**src/rtl/mfda_ctrl_pkg.sv**
```systemverilog
// mfda_ctrl_pkg: shared types and defaults for the mixer/chamber-tree control blocks (rev 1.0).
`default_nettype none

package mfda_ctrl_pkg;

  typedef enum logic [2:0] {
    DS_IDLE   = 3'd0,
    DS_OPEN   = 3'd1,
    DS_DWELL  = 3'd2,
    DS_SETTLE = 3'd3,
    DS_PURGE  = 3'd4,
    DS_DONE   = 3'd5
  } dispense_state_e;

  localparam int DISPENSE_DWELL_DEF  = 4;
  localparam int DISPENSE_SETTLE_DEF = 16;
  localparam int DISPENSE_PURGE_DEF  = 32;

  function automatic int max2(input int a, input int b);
    return (a > b) ? a : b;
  endfunction

endpackage

`default_nettype wire

```
**src/rtl/phase_timer.sv**
```systemverilog
// phase_timer: loadable down-counter with a zero flag, shared by every timed phase (rev 1.0).
`default_nettype none

module phase_timer #(
  parameter int W = 8
) (
  input  logic         clk,
  input  logic         rst_n,
  input  logic         load,
  input  logic [W-1:0] load_val,
  output logic         zero
);

  logic [W-1:0] cnt_q;
  logic [W-1:0] cnt_d;

  // Holds at zero so a phase that sees zero stays there until reloaded.
  always_comb begin
    cnt_d = cnt_q;
    if (load) begin
      cnt_d = load_val;
    end else if (cnt_q != '0) begin
      cnt_d = cnt_q - W'(1);
    end
  end

  always_ff @(posedge clk or negedge rst_n) begin
    if (!rst_n) begin
      cnt_q <= '0;
    end else begin
      cnt_q <= cnt_d;
    end
  end

  assign zero = (cnt_q == '0);

endmodule

`default_nettype wire

```
**src/rtl/source_dispense_ctrl.sv**
```systemverilog
// source_dispense_ctrl: timed Source-inlet valve sequencer, N pulses of W cycles then settle (rev 1.0).
// Optional purge phase between SETTLE and DONE is built when DISPENSE_PURGE_EN is defined.
`default_nettype none

module source_dispense_ctrl
  import mfda_ctrl_pkg::*;
#(
  parameter int CNT_W      = 16,
  parameter int ON_W       = 8,
  parameter int DWELL_CYC  = DISPENSE_DWELL_DEF,
  parameter int SETTLE_CYC = DISPENSE_SETTLE_DEF,
  parameter int PURGE_CYC  = DISPENSE_PURGE_DEF
) (
  input  logic             clk,
  input  logic             rst_n,
  input  logic             cmd_valid,
  output logic             cmd_ready,
  input  logic [CNT_W-1:0] cmd_pulses,
  input  logic [ON_W-1:0]  cmd_on_cyc,
  input  logic             abort,
  output logic             valve_open,
  output logic             purge_open,
  output logic             busy,
  output logic             done,
  output logic             aborted,
  output logic [CNT_W-1:0] pulses_sent
);

  localparam int MAX_CYC = max2(max2(DWELL_CYC, SETTLE_CYC), PURGE_CYC);
  localparam int TMR_W   = max2(max2(ON_W, $clog2(MAX_CYC)), 1);

  localparam logic [2:0] S_IDLE   = DS_IDLE;
  localparam logic [2:0] S_OPEN   = DS_OPEN;
  localparam logic [2:0] S_DWELL  = DS_DWELL;
  localparam logic [2:0] S_SETTLE = DS_SETTLE;
  localparam logic [2:0] S_DONE   = DS_DONE;
`ifdef DISPENSE_PURGE_EN
  localparam logic [2:0] S_PURGE  = DS_PURGE;
  localparam logic [TMR_W-1:0] PURGE_LD = TMR_W'(PURGE_CYC - 1);
`endif

  // Timer counts down to zero, so each phase loads its length minus one.
  localparam logic [TMR_W-1:0] DWELL_LD  = TMR_W'(DWELL_CYC - 1);
  localparam logic [TMR_W-1:0] SETTLE_LD = TMR_W'(SETTLE_CYC - 1);

  logic [2:0]       state_q, state_d;
  logic [CNT_W-1:0] n_q, n_d;
  logic [ON_W-1:0]  wm1_q, wm1_d;
  logic [CNT_W-1:0] pulses_q, pulses_d;
  logic             aborted_q, aborted_d;
  logic             valve_open_q, valve_open_d;
  logic             busy_q, busy_d;
  logic             done_q, done_d;

  logic             tmr_load;
  logic [TMR_W-1:0] tmr_val;
  logic             tmr_zero;
  logic [ON_W-1:0]  cmd_on_m1;
  logic [CNT_W-1:0] pulses_inc;

  assign cmd_on_m1  = (cmd_on_cyc == '0) ? '0 : cmd_on_cyc - ON_W'(1);
  assign pulses_inc = pulses_q + CNT_W'(1);

  phase_timer #(
    .W(TMR_W)
  ) u_phase_timer (
    .clk      (clk),
    .rst_n    (rst_n),
    .load     (tmr_load),
    .load_val (tmr_val),
    .zero     (tmr_zero)
  );

  always_comb begin
    state_d   = state_q;
    n_d       = n_q;
    wm1_d     = wm1_q;
    pulses_d  = pulses_q;
    aborted_d = aborted_q;
    tmr_load  = 1'b0;
    tmr_val   = '0;
    case (state_q)
      S_IDLE: begin
        if (cmd_valid) begin
          n_d       = cmd_pulses;
          wm1_d     = cmd_on_m1;
          pulses_d  = '0;
          aborted_d = 1'b0;
          if (cmd_pulses == '0) begin
            state_d = S_DONE;
          end else begin
            state_d  = S_OPEN;
            tmr_load = 1'b1;
            tmr_val  = TMR_W'(cmd_on_m1);
          end
        end
      end
      S_OPEN: begin
        // Abort wins over pulse completion, so an interrupted pulse is never counted.
        if (abort) begin
          state_d   = S_SETTLE;
          aborted_d = 1'b1;
          tmr_load  = 1'b1;
          tmr_val   = SETTLE_LD;
        end else if (tmr_zero) begin
          pulses_d = pulses_inc;
          tmr_load = 1'b1;
          if (pulses_inc == n_q) begin
            state_d = S_SETTLE;
            tmr_val = SETTLE_LD;
          end else begin
            state_d = S_DWELL;
            tmr_val = DWELL_LD;
          end
        end
      end
      S_DWELL: begin
        if (abort) begin
          state_d   = S_SETTLE;
          aborted_d = 1'b1;
          tmr_load  = 1'b1;
          tmr_val   = SETTLE_LD;
        end else if (tmr_zero) begin
          state_d  = S_OPEN;
          tmr_load = 1'b1;
          tmr_val  = TMR_W'(wm1_q);
        end
      end
      S_SETTLE: begin
        if (tmr_zero) begin
`ifdef DISPENSE_PURGE_EN
          state_d  = S_PURGE;
          tmr_load = 1'b1;
          tmr_val  = PURGE_LD;
`else
          state_d  = S_DONE;
`endif
        end
      end
`ifdef DISPENSE_PURGE_EN
      S_PURGE: begin
        if (tmr_zero) begin
          state_d = S_DONE;
        end
      end
`endif
      S_DONE: begin
        state_d = S_IDLE;
      end
      default: begin
        state_d = S_IDLE;
      end
    endcase
  end

  // Outputs are decoded from the next state so they are flop outputs aligned with the state.
  assign valve_open_d = (state_d == S_OPEN);
  assign busy_d       = (state_d != S_IDLE);
  assign done_d       = (state_d == S_DONE);

  always_ff @(posedge clk or negedge rst_n) begin
    if (!rst_n) begin
      state_q      <= S_IDLE;
      n_q          <= '0;
      wm1_q        <= '0;
      pulses_q     <= '0;
      aborted_q    <= 1'b0;
      valve_open_q <= 1'b0;
      busy_q       <= 1'b0;
      done_q       <= 1'b0;
    end else begin
      state_q      <= state_d;
      n_q          <= n_d;
      wm1_q        <= wm1_d;
      pulses_q     <= pulses_d;
      aborted_q    <= aborted_d;
      valve_open_q <= valve_open_d;
      busy_q       <= busy_d;
      done_q       <= done_d;
    end
  end

`ifdef DISPENSE_PURGE_EN
  logic purge_open_q;
  logic purge_open_d;

  assign purge_open_d = (state_d == S_PURGE);

  always_ff @(posedge clk or negedge rst_n) begin
    if (!rst_n) begin
      purge_open_q <= 1'b0;
    end else begin
      purge_open_q <= purge_open_d;
    end
  end

  assign purge_open = purge_open_q;
`else
  assign purge_open = 1'b0;
`endif

  assign cmd_ready   = (state_q == S_IDLE);
  assign valve_open  = valve_open_q;
  assign busy        = busy_q;
  assign done        = done_q;
  assign aborted     = aborted_q;
  assign pulses_sent = pulses_q;

endmodule

`default_nettype wire

```
**config.mk**
```make
export PLATFORM = sky130hd
export DESIGN_NAME = source_dispense_ctrl
export DESIGN_NICKNAME = d
export VERILOG_FILES = /design/src/rtl/mfda_ctrl_pkg.sv /design/src/rtl/phase_timer.sv /design/src/rtl/source_dispense_ctrl.sv
export SDC_FILE = /design/constraint.sdc
export NUM_CORES = 1
export LEC_CHECK = 0
export BUFFER_PORTS_ARGS = -buffer_cell sky130_fd_sc_hd__buf_4
export CAP_MARGIN = 10
export CELL_PAD_IN_SITES_DETAIL_PLACEMENT = 1
export CELL_PAD_IN_SITES_GLOBAL_PLACEMENT = 2
export CORE_UTILIZATION = 35
export DETAILED_ROUTE_END_ITERATION = 8
export PLACE_DENSITY = 0.83
export SYNTH_ARGS = -nofsm -noshare
export SYNTH_HDL_FRONTEND = slang
export SYNTH_HIERARCHICAL = 1
export SYNTH_SLANG_ARGS = --single-unit
```
**constraint.sdc**
```tcl
create_clock -name clk -period 3.1 [get_ports clk]
set_clock_uncertainty 0.1 [all_clocks]
set_input_delay 0.62 -clock clk [delete_from_list [all_inputs] [get_ports clk]]
set_output_delay 0.62 -clock clk [all_outputs]
set_load 0.05 [all_outputs]
```
Word level (Yosys, flattened, before mapping)
Cells that the tools add are included.

Bits in registers: 55. Word-level logic and storage cells: 67.

$add $sub $neg: 3. Equal/unequal tests: 10. Multiplexer cells: 32. Reductions and logical operators: 13.

Operators by type and width (number): 8-bit two-way mux (7); 16-bit two-way mux (3); 16-bit one-hot mux with 2 select lines (1); 8-bit one-hot mux with 3 select lines (1); 3-bit two-way mux (7); 16-bit by 1-bit adder with 16-bit output, second input constant (1); 16-bit equality test (1); 16-bit logical NOT (1); 8-bit logical NOT (2); 8-bit by 1-bit subtractor with 8-bit output, second input constant (2); 4-bit two-way mux (3); 3-bit one-hot mux with 4 select lines (1); 8-bit nonzero test (1); 1-bit two-way mux (7); 3-bit by 1-bit equality test with 1-bit output, second input constant (2); 3-bit by 2-bit equality test with 1-bit output, second input constant (2); 2-bit inequality test, second input constant (3); 2-bit nonzero test (3); 1-bit one-hot mux with 2 select lines (2); 4-bit AND reduction (1); 3-bit equality test, second input constant (1); 3-bit logical NOT (1); 3-bit AND reduction (1); 3-bit nonzero test (1); other kinds (3) (3).

Longest topological paths before layout
Gate-level depths: netlist (run 1).

Depth after elaboration: 7. Mapped depth: 13. Gate-level depth less buffers: 12.

Modules after synthesis
The synthesis (run 1) kept the hierarchy.

Modules (own cells, without submodules): source_dispense_ctrl (cells an instance 303, instances 1, area each 2810.2 um^2); phase_timer (cells an instance 54, instances 1, area each 476.7 um^2).

Worst setup path after synthesis (run 1)
No wires, ideal clock.

Path kind: reg2reg. Start point: register state_q[2]. End point: register u_phase_timer.cnt_q[4]. Buffers on the path: 2. Setup time: 0.079 ns. Data required time: 2.921 ns. Cell stages (with the launch flop): 8. Arrival: 2.835 ns. Clock period less this slack: 3.015 ns. Path slack: 0.085 ns. Path through: dfrtp_1 -> clkbuf_1 -> nor3_1 -> nand3_1 -> o31ai_1 -> dlygate4sd1_1 -> a21oi_1 -> a2bb2oi_1.

Elaborated cells on any way between the ends: 8. Classes of those cells: eq/ne (2); mux (3); reduce/logical (3).

RTL lines: start, declared (RTL line source_dispense_ctrl.sv:46) `logic [2:0] state_q, state_d;`; start signal, assigned (RTL line source_dispense_ctrl.sv:172) `state_q <= state_d;`; 3-bit logical NOT *; named net cmd_ready (RTL line source_dispense_ctrl.sv:17) `output logic cmd_ready,`; 1-bit one-hot mux with 2 select lines * (RTL line source_dispense_ctrl.sv:82) `case (state_q)`; named net tmr_load (RTL line source_dispense_ctrl.sv:55) `logic tmr_load;`; 8-bit two-way mux / 2-bit nonzero test (equally long branches); end signal, assigned (RTL line phase_timer.sv:31) `cnt_q <= cnt_d;`; end, declared (RTL line phase_timer.sv:14) `logic [W-1:0] cnt_q;`.

Mark *: on every way through the listed nets, which the timed path passes. The rest lies on a longest branch. A chain may end at the register's enable or synchronous reset.

Worst setup path after layout (run 1)
Start point: register u_phase_timer.cnt_q[0]. End point: register u_phase_timer.cnt_q[3].

Cells in the longest elaborated chain, start to end: 5. Elaborated cells on any way between the ends: 14. Classes of those cells: add/sub (1); mux (10); reduce/logical (3).

Ends and longest elaborated chain: 8-bit logical NOT * (RTL line phase_timer.sv:35) `assign zero = (cnt_q == '0);`; named net tmr_zero (RTL line source_dispense_ctrl.sv:57) `logic tmr_zero;`; 8-bit two-way mux / 4-bit two-way mux (equally long branches) (RTL line source_dispense_ctrl.sv:123, source_dispense_ctrl.sv:105); 8-bit two-way mux / 4-bit two-way mux (equally long branches) (RTL line source_dispense_ctrl.sv:118, source_dispense_ctrl.sv:100); 8-bit one-hot mux with 3 select lines * (RTL line source_dispense_ctrl.sv:82); named net tmr_val[3] (RTL line source_dispense_ctrl.sv:56) `logic [TMR_W-1:0] tmr_val;`; 8-bit two-way mux * (RTL line phase_timer.sv:20) `if (load) begin`.

Mark *: on every way through the listed nets, which the timed path passes. The rest lies on a longest branch. The select of a mux whose other input is x is not followed.

==> results of run 1 <==
[where the power goes]
part / switching [W] / internal, W
Clock: 0.000247 / 0.000238
Combinational: 0.000678 / 0.000552
Sequential: 0.000300 / 0.000980
Total: 0.00123 / 0.00177
[logic make-up after synthesis]
family | synth area share, %
compound gates | 15.2
xor+xnor | 8.72
fa+ha+maj | 1.52
buf+inv | 4.11
flops | 41.9
mux | 7.16
other cells | 0.114
simple gates | 21.3
[critical path, stage by stage (launching register included)]
cell	delay, ps
dfrtp_1	440
inv_1	100
ha_1	170
or3b_4	430
nor2_2	160
nand4bb_1	150
nor4_1	260
o21ai_0	150
a2111oi_1	340
nand4_1	200
nand4_1	130
nand2_1	50
o21ai_0	60
[worst paths after layout]
kind | startpoint | endpoint | slack, ps | cells after the start
setup / recovery | u_phase_timer/cnt_q[0] | u_phase_timer/cnt_q[3] | 280 | 12
setup reg to reg | u_phase_timer/cnt_q[0] | u_phase_timer/cnt_q[3] | 280 | 12
hold / removal | rst_n | pulses_sent[3] | 250 | 1
min in group clk | wm1_q[4] | wm1_q[4] | 390 | 2
hold reg to reg | wm1_q[4] | wm1_q[4] | 390 | 2
max in group asynchronous | rst_n | pulses_sent[0] | 2130 | 1
[synthesized netlist by cell type, types with 2 or more instances]
library cell  instances  share of area (%)
inv_1                11                1.3
nand2_1              38                4.3
buf_4                 4               0.91
nor2_1               27                3.1
o21ai_0              27                4.1
and4_1                2               0.53
nor3_1               12                1.8
nand2b_1              2               0.38
nor3b_1               2               0.46
a21oi_1              16                2.4
dfrtp_1              55                 42
or4_1                 3               0.69
xnor2_1              21                5.6
a221oi_1              2               0.53
o41ai_1               4                1.1
and3_1                3               0.57
nand3_1              14                2.1
o32ai_1               2               0.53
nand3b_1              2               0.46
mux2_2               20                6.9
a221o_1               2               0.61
o31ai_1              11                2.5
xor2_1                9                2.4
ha_1                  4                1.5
nor4_1               10                1.9
a31oi_1               3               0.57
clkbuf_1             12                1.4
nand4_1               7                1.3
o22ai_1               2               0.38
or3_1                 4               0.76
[what timing repair did]
action,in CTS,in global routing
resized for setup,0,2
setup endpoints to repair,0,2
hold buffers,0,0
hold endpoints to repair,0,0
[layer usage]
layer,wire [um],up-vias
met5,0,-
met3,330,10
met2,4080,53
met4,97,0
li1,-,1389
met1,4660,1446
[stage by stage]
step	cell area (um^2)	util [%]	total power (W)	hold WS, ps	cells
floorplan	3290	-	0.00212	224	357
global placement	3750	42.2	0.00247	361	502
detailed placement	3750	42.2	0.00252	368	502
CTS	3850	43.3	0.00300	286	509
global route	3860	43.4	0.00319	312	509
finish	3860	43.4	0.00299	249	509
[area by class of cell]
| class | count | area (um^2) |
|---|---|---|
| fillers | 1075 | 5030 |
| clock buffers | 6 | 72.6 |
| clock inverters | 1 | 30.0 |
| well taps | 108 | 135 |
| inverters | 11 | 41.3 |
| multi-input cells | 272 | 1780 |
| repair buffers | 56 | 420 |
| flip-flops and latches | 55 | 1380 |
[state kept, by name, summed over array words and instances, names as in the netlist]
name / flops
u_phase_timer/cnt_q: 8
wm1_q: 8
busy: 1
done: 1
valve_open: 1
n_q: 16
aborted: 1
state_q: 3
pulses_sent: 16
==> key figures, run 1 <==
Outcome
  • Outcome: completed

Clocking
  • CTS root buffer: clkbuf_8
  • Clock buffer depth: 2
  • Number of H-tree levels: 2
  • # clock sinks: 55
  • CTS tree: yes
  • TritonCTS Buffers: 5
  • Total setup buffers inserted after CTS: 0
  • CTS clk-pin slew, worst paths: 100 ps
  • Clock Latency Late Sink: 320 ps

Floorplanning
  • Die height: between 90 and 100 um
  • Core area: 8890 um^2
  • FP Rows: 34
  • # IOs: 50
  • Die W: 98.9 um
  • Initial core utilization: 37.0%
  • Die area: about 10000 um^2

Global routing
  • Overall Global Routing Usage: 19.6%
  • GR Util met1: 28.4%
  • Met2 Resource Use GR: between 30% and 40%
  • Total grt overflow: 0
  • Global-route wire length before repair: around 15000 um
  • Vias in the first global route: 2902
  • Largest net degree at the start of global routing: 56
  • Met3 Use GR: under 10%
  • GRT Max-Usage Layer: met2
  • Initial antenna violation count: 0

Synth
  • Share of the yosys chip area belonging to registers: between 40% and 50%
  • #FFs+latches synth: 55
  • Syn_nets: just under 400
  • Synth warnings: 6
  • Post-synth EDFFs: 0
  • Netlist cell types: 56
  • Synth Flop Type: dfrtp_1
  • Synthesized area per cell: 9.21 um^2
  • Mapped Cells: 357
  • Syn Std Cell Area: roughly 3300 um^2
  • FFs w/ async S/R, synth: 100%

Routing
  • Post-route DRC: 0
  • Initial drt markers: 86
  • Antenna Violating Nets Remaining: 0
  • Drt pass-1 iters: 4
  • Avg WL per Cell: 18.0 um
  • Total length of routed wires: 9170 um
  • Via count: 2898
  • DR vias/cell: 5.69

STA
  • RSZ-0062 raised after global routing: false
  • Setup TNS: 0 ps
  • Slew Limit Fails: 0
  • Setup Viol. Count Final: 0
  • Slew Limit Headroom: roughly a fifth
  • Min Tclk post-route: ~2800 ps
  • Max Freq: 354 MHz
  • Final hold violations: 0
  • Period Utilization, post-route: 91.1%
  • Setup ws final: 277 ps
  • Slew @ Worst Pin: 1210 ps

Finish
  • Most common cell after layout, fill and taps aside: buf_4
  • Layout area overhead: 17.3%
  • Ant diodes: 0
  • Fraction of layout cells with a size suffix above 1: 22.4%
  • Most frequent cells in the layout: 56 x buf_4, 55 x dfrtp_1, 38 x nand2_1
  • Nets: 433

Critical path
  • WP data arrival: 2960 ps
  • Critical path type: reg -> reg
  • Crit-path max FO: 7
  • Startpoint types: flip-flop
  • Crit end category: flip-flop
  • WP data required: around 3200 ps

Placement
  • DP Wirelength: slightly below 7000 um
  • Port Buffers: 48
  • Setup slack after placement: 197 ps
  • Final Wtd Congestion: 0.862

Pwr
  • P_leak: around 1.6 nW
  • Power per Cell Area: between 700 and 800 nW/um^2
  • Worst vdd rail ir drop: around 0.00021 V

Job
  • Max Cap Viol: 0

Worst hold path
  • Worst min-delay path class: in -> async
Note: power is estimated with default switching activity, not from simulation.
==> inputs of run 2 (changes only) <==
CORE_UTILIZATION = 34   (was 35)
SYNTH_HIERARCHICAL = unset   (was 1)
==> run 2 against run 1 <==
  * Count of clock-buffer cells in the layout unchanged
  * Flip-flop and latch count unchanged
  * First-iteration DRC count shrank 24%
  * Wire length fell by 2.3%
  * Clock power decreased by 22%
  * Die area increased by 2.8%
  * Register-to-register slack improved by 90 ps
  * Combinational power is 14% lower
  * Critical path type unchanged
  * Critical endpoint is now valve_open
==> key figures, run 2 <==
STA
  • Max Freq: 367 MHz (+3.5%)
  • Period Utilization, post-route: 88.0% (-3.0 points)
  • Final hold violations: 0 (unchanged)
  • Worst Hold Slack: 252 ps (+2.55 ps)
  • RSZ-0062 raised after global routing: false
  • Setup Viol. Count Final: 0 (unchanged)
  • Slew @ Worst Pin: 717 ps (-492 ps)
  • Slew Limit Headroom: 52.2% (+33 points)
  • Min Tclk post-route: 2730 ps (-94.5 ps)
  • Setup TNS: 0 ps (unchanged)
  • Slew Limit Fails: 0 (unchanged)

Clocking
  • TritonCTS Buffers: 5 (unchanged)
  • Clock Latency Late Sink: 300 ps (-20 ps)
  • CTS root buffer: clkbuf_8
  • Total setup buffers inserted after CTS: 0 (unchanged)
  • # clock sinks: 55 (unchanged)
  • CTS tree: yes
  • Hold Buf Count CTS: 0 (unchanged)
  • Number of H-tree levels: 2 (unchanged)
  • Gates resized, CTS repair: 0 (unchanged)
  • Clock buffer depth: 2 (unchanged)
  • CTS clk-pin slew, worst paths: 90 ps (about the same)

Finish
  • Layout fillers: 1127 (+4.8%)
  • Most common cell after layout, fill and taps aside: nand2_1
  • Nets: 476 (+9.9%)
  • Layout area overhead: 17.6%
  • Ant diodes: 0 (unchanged)
  • Most frequent cells in the layout: 86 x nand2_1, 56 x buf_4, 55 x dfrtp_1
  • Fraction of layout cells with a size suffix above 1: 16.0% (-6.4 points)

Routing
  • DR top layer: met4
  • Avg WL per Cell: 15.7 um (-13%)
  • Routed wire length on met3: 183 um (-45%)
  • Total length of routed wires: 8960 um (-2.3%)
  • Met1 wire length: 4220 um (-9.4%)
  • Via count: 2967 (+2.4%)
  • Post-route DRC: 0 (unchanged)
  • DR vias/cell: 5.19 (-8.9%)
  • Initial drt markers: 65 (-24%)
  • WL met2: 4460 um (+9.3%)
  • Drt pass-1 iters: 4 (unchanged)
  • Antenna Violating Nets Remaining: 0 (unchanged)

Pwr
  • P_leak: 1.66 nW (+1.6%)
  • Power per Cell Area: 685 nW/um^2 (-12%)
  • Worst vdd rail ir drop: 0.000272 V (+27%)

Critical path
  • R2R Setup Slk: 370 ps (+90 ps)
  • Reg2Reg Depth: 8 (-4)
  • WP data arrival: 2870 ps (-90 ps)
  • Worst R2R End: valve_open
  • Critical R2R Launch: pulses_sent[0]
  • Crit. Startpoint: pulses_sent[0]
  • Startpoint types: flip-flop
  • WP data required: 3240 ps (about the same)
  • Critical path type: reg -> reg
  • Crit-path max FO: 8 (+1)
  • Critical Path End: valve_open
  • Crit end category: flip-flop

Global routing
  • Largest net degree at the start of global routing: 56 (unchanged)
  • Vias in the first global route: 2977 (+2.6%)
  • Overall Global Routing Usage: 19.4% (-0.26 points)
  • Global-route wire length before repair: 15400 um (+2.0%)
  • Total grt overflow: 0 (unchanged)
  • Initial antenna violation count: 0 (unchanged)

Synth
  • Share of the synthesized area in the top cell type: 41.9% (about the same)
  • FFs w/ async S/R, synth: 100% (unchanged)
  • Top cells by count, synth: 86 x nand2_1, 55 x dfrtp_1, 42 x o21ai_0
  • Synth warnings: 0 (-6)
  • Mapped Cells: 399 (+12%)
  • #FFs+latches synth: 55 (unchanged)
  • Share of the yosys chip area belonging to registers: 41.9% (about the same)
  • Top-count cell post-synth: nand2_1
  • Post-synth EDFFs: 0 (unchanged)
  • Syn Std Cell Area: 3280 um^2 (about the same)
  • Syn_nets: 431 (+11%)
  • Synthesized area per cell: 8.23 um^2 (-11%)
  • Netlist cell types: 49 (-13%)
  • Ranking of synthesized cells by area: dfrtp_1 42%, nand2_1 9.8%, o21ai_0 6.4%
  • Synth Flop Type: dfrtp_1
  • Largest area contributor in the netlist: dfrtp_1

Floorplanning
  • Core area: 9280 um^2 (+4.4%)
  • Initial core utilization: 35.4% (-1.6 points)
  • Die area: 10100 um^2 (+2.8%)
  • # IOs: 50 (unchanged)
  • FP Rows: 35 (+2.9%)
  • Die height: 100 um (+1.4%)
  • Die W: 100 um (+1.4%)

Placement
  • Final Wtd Congestion: 0.827 (-4.0%)
  • DP Wirelength: 6830 um (-0.11%)
  • Port Buffers: 48 (unchanged)

Outcome
  • Outcome: completed

Job
  • Max Cap Viol: 0 (unchanged)

Worst hold path
  • Worst min-delay path class: in -> async
run 2: kinds of logic (layout without fill, tap and decap cells):
logic type                 Yosys count  in the layout  synth area share, %
other                                1              1                0.114
DFF                                 55             55                 41.9
AOI/OAI and AO/OA                   92             92                 16.7
muxes                                2              2                0.610
and+or+nand+nor                    191            191                 28.1
adders and majority gates            4              4                 1.52
buffers and inverters               25             69                 3.31
xor gates and xnor gates            29             29                 7.73
run 2: final cells by class:
cell class	count	area (um^2)	area share, %
multi-input cells	319	1800	46.7
flip-flops and latches	55	1380	35.6
repair buffers	56	420	10.9
well taps	129	161	4.18
clock buffers	6	72.6	1.88
inverters	7	26.3	0.680
run 2: worst max-delay path, cell delays in order, from the launching register on:
cell      delay [ps]
dfrtp_1          510
ha_1             320
nand3_1          230
or4_4            560
xnor2_1          190
nand3_1          130
nor4_4           340
nand2_2          120
a21boi_2         160
run 2: power by group:
group / switching [W] / total (W) / internal [W]
Sequential: 0.000251 / 0.00120 / 0.000954
Combinational: 0.000605 / 0.00106 / 0.000457
Clock: 0.000225 / 0.000377 / 0.000152
Total: 0.00108 / 0.00264 / 0.00156
run 2: worst min-delay path by stage:
| stage | slack [ps] | start | cells past startpoint | end |
|---|---|---|---|---|
| floorplan | 220 | rst_n | 0 | aborted |
| global placement | 360 | wm1_q[6] | 2 | wm1_q[6] |
| detailed placement | 370 | wm1_q[4] | 2 | wm1_q[4] |
| CTS | 280 | rst_n | 1 | pulses_sent[15] |
| global route | 310 | rst_n | 1 | pulses_sent[15] |
| finish | 250 | rst_n | 1 | pulses_sent[15] |
run 2: metrics by stage:
| stage | worst slack, ps | power (W) | instance area (um^2) | std cells | utilization (%) |
|---|---|---|---|---|---|
| final | 372 | 0.00264 | 3860 | 572 | 41.6 |
| after global routing | 165 | 0.00288 | 3860 | 572 | 41.6 |
| after CTS | 334 | 0.00268 | 3860 | 572 | 41.6 |
| after detailed placement | 50.1 | 0.00229 | 3790 | 566 | 40.8 |
| after global placement | 91.4 | 0.00226 | 3790 | 566 | 40.8 |
| after floorplan | 438 | 0.00197 | 3290 | 399 | - |
run 2: layer usage:
metal | vias to the layer above | track usage (%)
met5 | - | 0
li1 | 1487 | -
met1 | 1436 | 26.5
met4 | 0 | 4.12
met3 | 7 | 2.51
met2 | 37 | 32.8
